`config.mk`:
```
export PLATFORM = sky130hd
export DESIGN_NAME = arm_mainfsm
export DESIGN_NICKNAME = d
export VERILOG_FILES = /design/src/rtl/arm_mainfsm_pkg.sv /design/src/rtl/arm_mainfsm_outdec.sv /design/src/rtl/arm_mainfsm.sv
export SDC_FILE = /design/constraint.sdc
export NUM_CORES = 1
export LEC_CHECK = 0
export ABC_AREA = 1
export CORE_AREA = 2 2 39 41
export DETAILED_ROUTE_END_ITERATION = 8
export DIE_AREA = 0 0 41 43
export GPL_TIMING_DRIVEN = 1
export PLACE_DENSITY = 0.68
export REMOVE_ABC_BUFFERS = 1
export SKIP_CTS_REPAIR_TIMING = 1
export SYNTH_ARGS = -nofsm -noshare
export SYNTH_HDL_FRONTEND = slang
export SYNTH_HIERARCHICAL = 1
export SYNTH_SLANG_ARGS = --single-unit
```
`constraint.sdc`:
```
create_clock -name clk -period 3.05 [get_ports clk]
set_clock_uncertainty 0.1 [all_clocks]
set_input_delay 0.305 -clock clk [delete_from_list [all_inputs] [get_ports clk]]
set_output_delay 0.305 -clock clk [all_outputs]
set_load 0.02 [all_outputs]
```
`src/rtl/arm_mainfsm_pkg.sv`:
```
// arm_mainfsm_pkg: state codes, opcode and select encodings, control word for the main FSM
package arm_mainfsm_pkg;

   typedef enum logic [3:0] {
      FETCH    = 4'd0,
      DECODE   = 4'd1,
      MEMADR   = 4'd2,
      MEMRD    = 4'd3,
      MEMWB    = 4'd4,
      MEMWR    = 4'd5,
      EXECUTER = 4'd6,
      EXECUTEI = 4'd7,
      ALUWB    = 4'd8,
      BRANCH   = 4'd9,
      UNKNOWN  = 4'd10
   } state_e;

   localparam logic [1:0] OP_DP  = 2'b00;
   localparam logic [1:0] OP_MEM = 2'b01;
   localparam logic [1:0] OP_BR  = 2'b10;

   localparam logic [1:0] SRCA_REG = 2'b00;
   localparam logic [1:0] SRCA_PC  = 2'b01;

   localparam logic [1:0] SRCB_REG  = 2'b00;
   localparam logic [1:0] SRCB_IMM  = 2'b01;
   localparam logic [1:0] SRCB_FOUR = 2'b10;

   localparam logic [1:0] RES_ALUOUT = 2'b00;
   localparam logic [1:0] RES_DATA   = 2'b01;
   localparam logic [1:0] RES_ALU    = 2'b10;

   typedef struct packed {
      logic       ir_write;
      logic       adr_src;
      logic [1:0] alu_src_a;
      logic [1:0] alu_src_b;
      logic [1:0] result_src;
      logic       alu_op;
      logic       next_pc;
      logic       reg_w;
      logic       mem_w;
      logic       branch;
   } ctl_t;

endpackage

```
`src/rtl/arm_mainfsm_outdec.sv`:
```
// arm_mainfsm_outdec: Moore output decode, state (and MemReady when ARM_MAINFSM_MEMWAIT_EN) to control word
module arm_mainfsm_outdec
   import arm_mainfsm_pkg::*;
(
   input  logic [3:0] state_i,
`ifdef ARM_MAINFSM_MEMWAIT_EN
   input  logic       mem_ready_i,
`endif
   output ctl_t       ctl_o
);

   logic rdy;
`ifdef ARM_MAINFSM_MEMWAIT_EN
   assign rdy = mem_ready_i;
`else
   assign rdy = 1'b1;
`endif

   // per-state control word; illegal codes fall through to all-zero like UNKNOWN
   always_comb begin
      ctl_o = '0;
      case (state_i)
         FETCH: begin
            ctl_o.ir_write   = rdy;
            ctl_o.next_pc    = rdy;
            ctl_o.alu_src_a  = SRCA_PC;
            ctl_o.alu_src_b  = SRCB_FOUR;
            ctl_o.result_src = RES_ALU;
         end
         DECODE: begin
            ctl_o.alu_src_a  = SRCA_PC;
            ctl_o.alu_src_b  = SRCB_FOUR;
            ctl_o.result_src = RES_ALU;
         end
         MEMADR:   ctl_o.alu_src_b = SRCB_IMM;
         MEMRD:    ctl_o.adr_src = 1'b1;
         MEMWB: begin
            ctl_o.result_src = RES_DATA;
            ctl_o.reg_w      = 1'b1;
         end
         MEMWR: begin
            ctl_o.adr_src = 1'b1;
            ctl_o.mem_w   = 1'b1;
         end
         EXECUTER: ctl_o.alu_op = 1'b1;
         EXECUTEI: begin
            ctl_o.alu_src_b = SRCB_IMM;
            ctl_o.alu_op    = 1'b1;
         end
         ALUWB:    ctl_o.reg_w = 1'b1;
         BRANCH: begin
            ctl_o.alu_src_b  = SRCB_IMM;
            ctl_o.result_src = RES_ALU;
            ctl_o.branch     = 1'b1;
         end
         default:  ctl_o = '0;
      endcase
   end

endmodule

```
`src/rtl/arm_mainfsm.sv`:
```
// arm_mainfsm: multicycle ARM main control FSM; ARM_MAINFSM_MEMWAIT_EN adds MemReady wait states
module arm_mainfsm
   import arm_mainfsm_pkg::*;
(
   input  logic       clk,
   input  logic       reset,
   input  logic [1:0] Op,
   input  logic [5:0] Funct,
`ifdef ARM_MAINFSM_MEMWAIT_EN
   input  logic       MemReady,
`endif
   output logic       IRWrite,
   output logic       AdrSrc,
   output logic [1:0] ALUSrcA,
   output logic [1:0] ALUSrcB,
   output logic [1:0] ResultSrc,
   output logic       ALUOp,
   output logic       NextPC,
   output logic       RegW,
   output logic       MemW,
   output logic       Branch,
   output logic [3:0] State
);

   state_e state_q, state_d;
   ctl_t   ctl;
   logic   rdy;
   logic   unused_funct;

`ifdef ARM_MAINFSM_MEMWAIT_EN
   assign rdy = MemReady;
`else
   assign rdy = 1'b1;
`endif

   assign unused_funct = ^Funct[4:1];

   // next state; only DECODE and MEMADR look at the instruction fields
   always_comb begin
      state_d = FETCH;
      case (state_q)
         FETCH:    state_d = rdy ? DECODE : FETCH;
         DECODE:   state_d = (Op == OP_MEM) ? MEMADR :
                             (Op == OP_DP)  ? (Funct[5] ? EXECUTEI : EXECUTER) :
                             (Op == OP_BR)  ? BRANCH : UNKNOWN;
         MEMADR:   state_d = Funct[0] ? MEMRD : MEMWR;
         MEMRD:    state_d = rdy ? MEMWB : MEMRD;
         MEMWR:    state_d = rdy ? FETCH : MEMWR;
         EXECUTER: state_d = ALUWB;
         EXECUTEI: state_d = ALUWB;
         default:  state_d = FETCH;
      endcase
   end

   // state register; reset drops straight back to FETCH, abandoning any instruction
   always_ff @(posedge clk or negedge reset) begin
      if (!reset) state_q <= FETCH;
      else        state_q <= state_d;
   end

   arm_mainfsm_outdec u_outdec (
      .state_i     (state_q),
`ifdef ARM_MAINFSM_MEMWAIT_EN
      .mem_ready_i (MemReady),
`endif
      .ctl_o       (ctl)
   );

   assign IRWrite   = ctl.ir_write;
   assign AdrSrc    = ctl.adr_src;
   assign ALUSrcA   = ctl.alu_src_a;
   assign ALUSrcB   = ctl.alu_src_b;
   assign ResultSrc = ctl.result_src;
   assign ALUOp     = ctl.alu_op;
   assign NextPC    = ctl.next_pc;
   assign RegW      = ctl.reg_w;
   assign MemW      = ctl.mem_w;
   assign Branch    = ctl.branch;
   assign State     = state_q;

endmodule

```
==> results by group <==
Timing
  – RSZ-0062 raised after global routing: false
  – Setup TNS: 0 ns
  – Hold Fails Final Rpt: 0
  – Max Slew Vio Count: 0
  – # setup viols final: 0
  – Fin crit share: between 70% and 80%
  – Final Critical Period: around 2.2 ns
  – Max Fclk: 0.4593 GHz
  – Final hold slack: about 0.18 ns
  – Final WS setup: around 0.87 ns

Cells and area
  – Area growth syn-to-layout: 60.73%
  – Most frequent cells in the layout: clkdlybuf4s50_1, nand2_1, nor2_1
  – Design area: 609.3 um^2
  – Most common cell after layout, fill and taps aside: clkdlybuf4s50_1
  – Max reg flops: 4
  – Fin nets: 99
  – Final core utilization: roughly 44%
  – Share of layout cells above drive strength 1: between 10 and 15%
  – Antenna Cells: 0

Synthesis
  – Syn Area/Cell: 5.744 um^2
  – Yosys top cell area share: a little over a quarter
  – Area leader, netlist: dfrtp_1
  – Synthesized area: roughly 380 um^2
  – Cells after synthesis: between 60 and 70
  – Netlist cell types: 14
  – Post-synthesis sequential area ratio: a little over a quarter
  – Synth warnings: 6
  – Top post-synthesis cells by area: dfrtp_1, nand2_1, nor2_1, inv_1, buf_4
  – #FFs+latches synth: 4

Worst setup path
  – CP dominant cell by count: nor2_1
  – R2r startpoint: State[1]
  – Critical path, cell by cell: nor2_1 > inv_1 > nor2_1 > clkdlybuf4s50_1
  – Critical Path AT: 1.77 ns
  – Critical Path Start Type: flop
  – Crit path max-delay family: buffers and inverters
  – Slowest CP cell: clkdlybuf4s50_1
  – Crit-path max FO: 8
  – Slowest stage delay, CP: around 0.62 ns
  – Crit end category: primary output
  – Kind of critical path: reg2out
  – Reg2reg path depth: 5
  – Reg2Reg Capture Point: State[0]
  – Setup slack, reg-to-reg: 1.98 ns
  – Worst Path Required: 2.64 ns
  – CP bufs+invs: 2

Routing
  – Vias/cell: ~4.4
  – DRC: 0
  – DR WL/cell: 8.272 um
  – Final WL: between 800 and 900 um
  – DRT iter0 DRCs: 4
  – DR pass1 iterations: 3
  – Via Count: approximately 460
  – Post-route ant nets: 0

Floorplan
  – Core area: 1384 um^2
  – Die H: between 40 and 50 um
  – # IOs: 27
  – Die Wd: approximately 41 um
  – Starting Density: between 20% and 30%
  – DIE AREA: 1763 um^2
  – # rows: 14

Placed design
  – GPL Wtd Cong: approximately 0.71
  – Pre-CTS setup slack: between 1 and 1.5 ns
  – IO buf count: 21
  – Placed cell areas: 586.8 um^2
  – DPL Wire Length: 728.1 um

Power and ir drop
  – Worst vdd ir: around 500 uV
  – Cell Pwr Density: 1200 nW/um^2
  – Static leakage: 0.3157 nW

Clock tree
  – Worst-path clk slew: approximately 0.03 ns
  – Clk root buf: clkbuf_4
  – CTS buffer count: 3
  – Max Buffers Root-to-Sink: 2
  – Clk sinks: 4
  – Clock latency at the later pin of the worst-skew pair: between 0.2 and 0.25 ns
  – CTS H-tree lvls: 1
  – CTS tree: built

Global route
  – Largest net degree at the start of global routing: 12
  – Total grt overflow: 0
  – First-pass GRT wire length: approximately 1400 um
  – All-Layer GR Usage: between 10 and 15%
  – Antenna violations before repair: 0
  – Vias in the first global route: a little under 400

Status
  – Status: completed

Hold path
  – Tightest Hold Check Type: in2async

Flow run
  – Number of max-cap violations: 0
## worst max path at each step
stage	to	cells after the start	startpoint
finish	IRWrite	4	State[2]
global route	IRWrite	4	State[2]
CTS	IRWrite	4	State[2]
detailed placement	IRWrite	4	State[2]
global placement	NextPC	4	State[2]
floorplan	ALUSrcA[0]	3	State[2]
## cell families (layout without fill, tap and decap cells)
logic type	Yosys count	count (layout)	share of synthesized area, %
and+or+nand+nor	42	42	47.85
buffers and inverters	16	37	18.81
DFF	4	4	26.40
AOI/OAI and AO/OA	3	3	5.940
other	1	1	0.9891
## stage by stage
| step | instances | total power, mW |
|---|---|---|
| 6_report | 103 | 0.7309 |
| 5_1_grt | 103 | 0.7975 |
| 4_1_cts | 103 | 0.7415 |
| 3_5_place_dp | 100 | 0.6753 |
| 3_3_place_gp | 100 | 0.6699 |
| 2_1_floorplan | 63 | 0.4353 |
## worst reg2reg max path, stage by stage, from the launching register on
cell and delay (ns):
dfrtp_1 0.57, inv_2 0.07, nand2_1 0.08, nor2_2 0.04, nand2_1 0.06, nand2_1 0.05
## cells in the mapped netlist, drive strengths merged
library cell,instances
nand4,2
conb,1
buf,3
nor2,18
o21ai,3
nand3,3
dfrtp,4
nand2,19
inv,13
## layer usage
| layer | up-vias | global-route usage (%) | wire, um | part of all wire (%) |
|---|---|---|---|---|
| li1 | 240 | - | - | - |
| met1 | 197 | 13.03 | 325 | 38 |
| met2 | 16 | 19.38 | 450 | 53 |
| met3 | 2 | 3.141 | 64 | 7.5 |
| met4 | 0 | 8.000 | 11 | 1.3 |
| met5 | - | 0 | 0 | 0 |
## report_power, final
part           total, mW  switching [mW]  internal, mW  leakage (nW)
registers          0.130          0.0548        0.0756        0.0516
clock network     0.0622          0.0184        0.0438        0.0138
logic              0.538           0.296         0.242         0.250
## cell type report
type / instances / area (um^2)
timing repair buffer: 21 / 210.2
clock buffer: 3 / 22.52
fill: 167 / 774.5
tap: 16 / 20.02
sequential: 4 / 100.1
multi-input combinational: 46 / 207.7
inverter: 13 / 48.80
Power figures use the tool's default switching activity.
